===== config.mk =====
export PLATFORM = sky130hd
export DESIGN_NAME = router_ingress
export DESIGN_NICKNAME = d
export VERILOG_FILES = /design/src/rtl/router_pkg.sv /design/src/rtl/router_ingress_parity.sv /design/src/rtl/router_ingress.sv
export SDC_FILE = /design/constraint.sdc
export NUM_CORES = 1
export LEC_CHECK = 0
export CAP_MARGIN = 20
export CORE_MARGIN = 3
export CORE_UTILIZATION = 30
export DETAILED_ROUTE_END_ITERATION = 10
export REMOVE_ABC_BUFFERS = 1
export SLEW_MARGIN = 20
export SYNTH_ARGS = -nofsm -noshare
export SYNTH_HDL_FRONTEND = slang
export SYNTH_SLANG_ARGS = --single-unit

===== constraint.sdc =====
create_clock -name clock -period 1.9 [get_ports clock]
set_input_delay 0.475 -clock clock [delete_from_list [all_inputs] [get_ports clock]]
set_output_delay 0.475 -clock clock [all_outputs]
set_load 0.01 [all_outputs]

===== src/rtl/router_pkg.sv =====
// Shared types and header field layout for the router ingress block.
package router_pkg;

  localparam int unsigned DATA_W_DEF    = 8;
  localparam int unsigned NUM_PORTS_DEF = 3;

  // Header byte layout: destination address in the low bits, payload length above it
  localparam int unsigned ADDR_LSB = 0;
  localparam int unsigned ADDR_MSB = 1;
  localparam int unsigned LEN_LSB  = 2;
  localparam int unsigned LEN_MSB  = 7;
  localparam int unsigned ADDR_W   = ADDR_MSB - ADDR_LSB + 1;
  localparam int unsigned LEN_W    = LEN_MSB - LEN_LSB + 1;

  typedef enum logic [2:0] {
    ST_IDLE,
    ST_LFD,
    ST_HDR_WR,
    ST_PAYLOAD,
    ST_PARITY,
    ST_CHECK,
    ST_DROP
  } state_t;

endpackage


===== src/rtl/router_ingress_parity.sv =====
// Running XOR accumulator over header and payload, compared against the parity byte.
module router_ingress_parity
  import router_pkg::*;
#(
  parameter int unsigned DATA_W = DATA_W_DEF
) (
  input  logic              clock,
  input  logic              reset,
  input  logic              clear,
  input  logic              load,
  input  logic              update,
  input  logic              compare,
  input  logic [DATA_W-1:0] load_val,
  input  logic [DATA_W-1:0] din,
  output logic              mismatch
);

  logic [DATA_W-1:0] acc;

  always_ff @(posedge clock) begin
    if (reset || clear) begin
      acc      <= '0;
      mismatch <= 1'b0;
    end else begin
      if (load) begin
        acc <= load_val;
      end else if (update) begin
        acc <= acc ^ din;
      end
      if (compare) begin
        mismatch <= (acc != din);
      end
    end
  end

endmodule


===== src/rtl/router_ingress.sv =====
// Packet ingress FSM: steers header/payload/parity bytes to one of NUM_PORTS FIFOs.
// Parity checking is built only when ROUTER_INGRESS_PARITY_EN is defined.
module router_ingress
  import router_pkg::*;
#(
  parameter int unsigned DATA_W    = DATA_W_DEF,
  parameter int unsigned NUM_PORTS = NUM_PORTS_DEF
) (
  input  logic                 clock,
  input  logic                 reset,
  input  logic                 pkt_valid,
  input  logic [DATA_W-1:0]    data_in,
  input  logic [NUM_PORTS-1:0] fifo_full,
  output logic                 busy,
  output logic [NUM_PORTS-1:0] write_enb,
  output logic                 lfd_state,
  output logic [DATA_W-1:0]    dout,
  output logic                 err,
  output logic                 pkt_done
);

  state_t            state_q, state_d;
  logic [DATA_W-1:0] hdr_q, hdr_d;
  logic [ADDR_W-1:0] port_q, port_d;
  logic [LEN_W-1:0]  count_q, count_d;

  logic [ADDR_W-1:0] in_addr;
  logic [LEN_W-1:0]  in_len;
  logic [LEN_W-1:0]  hdr_len;
  logic              addr_ok;
  logic              port_full;
  logic              accept;
  logic              hdr_fire;
  logic              pay_fire;
  logic              par_fire;

  assign in_addr   = data_in[ADDR_MSB:ADDR_LSB];
  assign in_len    = data_in[LEN_MSB:LEN_LSB];
  assign hdr_len   = hdr_q[LEN_MSB:LEN_LSB];
  assign addr_ok   = (32'(in_addr) < NUM_PORTS);
  assign port_full = fifo_full[port_q];
  assign accept    = pkt_valid && !busy;

  // Header write stalls while the target FIFO is full so a strobe never meets a full flag
  assign hdr_fire  = (state_q == ST_HDR_WR) && !port_full;
  assign pay_fire  = (state_q == ST_PAYLOAD) && accept;
  assign par_fire  = (state_q == ST_PARITY) && accept;

`ifdef ROUTER_INGRESS_PARITY_EN
  logic acc_mismatch;

  router_ingress_parity #(
    .DATA_W (DATA_W)
  ) u_parity (
    .clock    (clock),
    .reset    (reset),
    .clear    (state_q == ST_CHECK),
    .load     (hdr_fire),
    .update   (pay_fire),
    .compare  (par_fire),
    .load_val (hdr_q),
    .din      (data_in),
    .mismatch (acc_mismatch)
  );
`endif

  always_ff @(posedge clock) begin
    if (reset) begin
      state_q <= ST_IDLE;
      hdr_q   <= '0;
      port_q  <= '0;
      count_q <= '0;
    end else begin
      state_q <= state_d;
      hdr_q   <= hdr_d;
      port_q  <= port_d;
      count_q <= count_d;
    end
  end

  always_comb begin
    state_d   = state_q;
    hdr_d     = hdr_q;
    port_d    = port_q;
    count_d   = count_q;
    busy      = 1'b0;
    write_enb = '0;
    lfd_state = 1'b0;
    dout      = '0;
    err       = 1'b0;
    pkt_done  = 1'b0;

    case (state_q)
      ST_IDLE: begin
        if (pkt_valid) begin
          if (addr_ok) begin
            hdr_d   = data_in;
            port_d  = in_addr;
            state_d = ST_LFD;
          end else begin
            // count holds bytes still to discard after the current one
            count_d = in_len;
            state_d = ST_DROP;
          end
        end
      end

      ST_LFD: begin
        busy      = 1'b1;
        lfd_state = 1'b1;
        if (!port_full) begin
          state_d = ST_HDR_WR;
        end
      end

      ST_HDR_WR: begin
        busy = 1'b1;
        if (hdr_fire) begin
          write_enb[port_q] = 1'b1;
          dout              = hdr_q;
          count_d           = hdr_len;
          state_d           = (hdr_len == '0) ? ST_PARITY : ST_PAYLOAD;
        end
      end

      ST_PAYLOAD: begin
        busy = port_full;
        if (pay_fire) begin
          write_enb[port_q] = 1'b1;
          dout              = data_in;
          count_d           = count_q - LEN_W'(1);
          if (count_q == LEN_W'(1)) begin
            state_d = ST_PARITY;
          end
        end
      end

      ST_PARITY: begin
        busy = port_full;
        if (par_fire) begin
          write_enb[port_q] = 1'b1;
          dout              = data_in;
          state_d           = ST_CHECK;
        end
      end

      ST_CHECK: begin
        busy     = 1'b1;
        pkt_done = 1'b1;
`ifdef ROUTER_INGRESS_PARITY_EN
        err      = acc_mismatch;
`endif
        state_d  = ST_IDLE;
      end

      ST_DROP: begin
        if (pkt_valid) begin
          if (count_q == '0) begin
            state_d = ST_IDLE;
          end else begin
            count_d = count_q - LEN_W'(1);
          end
        end
      end

      default: state_d = ST_IDLE;
    endcase
  end

endmodule


==> impl_metrics.toml <==
[synthesis]
async_reset_ff_frac = 0
syn_inst = 188
synth.avg_cell_area_sq_um = 7.45
synth.top_cell.area_share = 0.243
synth_top_flop_cell = "dfxtp_1"
synth_warnings = 0
ys_seq_area_frac = 0.243
ys_ff_latch = 17
synth_top_area_cell = "dfxtp_1"
synth_area_leaders = "dfxtp_1 (24%), a21oi_1 (8.2%), nand2_1 (6.2%), a22o_1 (5.6%), nor2_1 (3.8%)"
synth.top_cells.by_count = "a21oi_1 (23), nand2_1 (23), dfxtp_1 (17)"
synth_edf_count = 0
ys_types = 53
netlist_area_sq_um = 1400

[clocking]
cts_buffers = 3
cts_buffer_depth = 2
clk_pin_slew_worst_paths_ns = 0.07
cts_root_buf = "clkbuf_8"
htreeDepth = 1
clk_latency_ns = 0.26
cts.sinks = 17
tritoncts = "built"
cts_hold_buf = 0

[critical_path]
start_kind = "flop"
crit_type = "flop to primary output"
reg2reg_from = "hdr_q[1]"
startpoint = "hdr_q[1]"
critPathRequiredTime_ns = 1.42
arrival_ns = 1.63
cp_max_fo = 8
end_kind = "primary output"

[floorplan]
rows = 24
initial_utilization = 0.315
core_region_area_sq_um = 4440
die_area_sq_um = 5530
die_h_um = 74.3
pin_count = 29
die_x_um = 74.3

[outcome]
violations = "negative setup slack"
status = "finished with violations"

[detailed_routing]
first_iter_violations = 83
wl_per_cell_um = 15.3
wl_um = 4840
drc = 0
viasPerCell = 5.46
routed-via-count = 1726
first_pass_iters = 4
antenna_left = 0

[hold_path]
hp-start = "hdr_q[6]"
hold_path.class = "flop to flop"

[global_route]
grt_util_all_layers = 0.180
grt_pass1_wl_um = 7850
grt_max_degree = 22
grt_pass1_vias = 1599
antenna_found_initial = 0
grt_overflow = 0

[placed_design]
io_buffers = 27
dpl.cell_count = 309
place.gp.congestion = 0.925
dpl.hpwl_um = 3670
dpl_cell_area_sq_um = 2080

[finish]
final_cell_area_sq_um = 2210
fin_cells = 316
num_antenna_cells = 0
drive_gt1_frac = 0.390
syn_to_final_growth_pct = 57.9
fillers = 432
layout.nets = 282

[sta]
timing.final.crit_period_ns = 2.10
slew_violations = 0
hold_viol = 0
finClkSkew_ns = 0.00350
fin_tns_setup_ns = -1.57
setup_violations = 10
fin_crit_sh = 1.11
fmax_ghz = 0.476
rsz0062_at_grt = "yes"
layout_setup_ws_ns = -0.203

[power]
design_power_total_w = 0.00256
ir_drop_uv = 429
p_leak_nw = 0.903
powerDensity_nw_per_um2 = 1160

[run]
drv_cap = 0
[final cells by class]
class                      instances  area, sq um  share of cell area
inverter                           6         22.5              0.0102
clock buffer                       3         41.3              0.0187
multi-input combinational        153         1080               0.490
timing repair buffer              84          641               0.290
sequential                        17          353               0.160
clock inverter                     1         5.00             0.00226
tap                               52         65.1              0.0294
[state kept, by name, indices dropped and copies added, names as in the netlist]
name	cells
hdr_q	8
count_q	6
state_q	3
[where the power goes]
group	internal, W	switching, W
Sequential	0.000458	0.000100
Clock	0.000146	0.000136
Combinational	0.000841	0.000878
Total	0.00144	0.00111
[repair_timing]
item	4_1_cts	5_1_grt
resized for setup	85	14
endpoints found under the setup margin	23	20
hold endpoints to repair	0	0
setup buffers	5	0
cloned	0	0
pin swaps	28	14
[metrics by stage]
step,setup WS [ns],util,hold slack [ns]
global placement,-0.815,0.468,0.481
global route,-0.274,0.498,0.525
CTS,-0.243,0.483,0.499
detailed placement,-0.830,0.468,0.489
floorplan,-0.517,-,0.446
finish,-0.203,0.498,0.501
[critical path, stage by stage (launching register included)]
cell and delay [ns]:
dfxtp_4 0.37, mux2i_4 0.19, o211ai_1 0.31, nor2_4 0.11, a22o_1 0.25, buf_2 0.14
[path summary, 6_finish.rpt]
| check | slack, ns | depth (start not counted) | endpoint |
|---|---|---|---|
| worst min-delay path | 0.50 | 2 | hdr_q[6] |
| worst min register to register | 0.50 | 2 | hdr_q[6] |
| worst max register to register | 0 | 8 | state_q[1] |
| worst max-delay path | -0.20 | 5 | dout[5] |
[cell families (layout without fill, tap and decap cells)]
| family | count (synthesis) | in the layout | synth area share |
|---|---|---|---|
| xor+xnor | 3 | 3 | 0.0188 |
| compound gates | 69 | 69 | 0.346 |
| buf+inv | 18 | 94 | 0.0589 |
| flops | 17 | 17 | 0.243 |
| mux | 4 | 4 | 0.0321 |
| other cells | 1 | 1 | 0.00268 |
| simple gates | 73 | 73 | 0.271 |
| fa+ha+maj | 3 | 3 | 0.0268 |
[layout by cell type, fill, tap and decap left out, drive strengths merged, types with 4 or more instances in the layout]
cell type      count
inv                5
buf               70
dfxtp             17
a21oi             23
nor3               7
nor2              14
a22o              10
nand2             23
o21ai              5
nand3              9
nand2b             4
clkdlybuf4s50      9
o211ai             6
[metal layers]
metal / part of all wire / vias up / wire length (um) / global-route usage
li1: - / 866 / - / -
met1: 0.48 / 824 / 2330 / 0.263
met2: 0.48 / 32 / 2300 / 0.282
met3: 0.036 / 4 / 174 / 0.0243
met4: 0.0072 / 0 / 35 / 0.0375
met5: 0 / - / 0 / 0
Note: power is estimated with default switching activity, not from simulation.
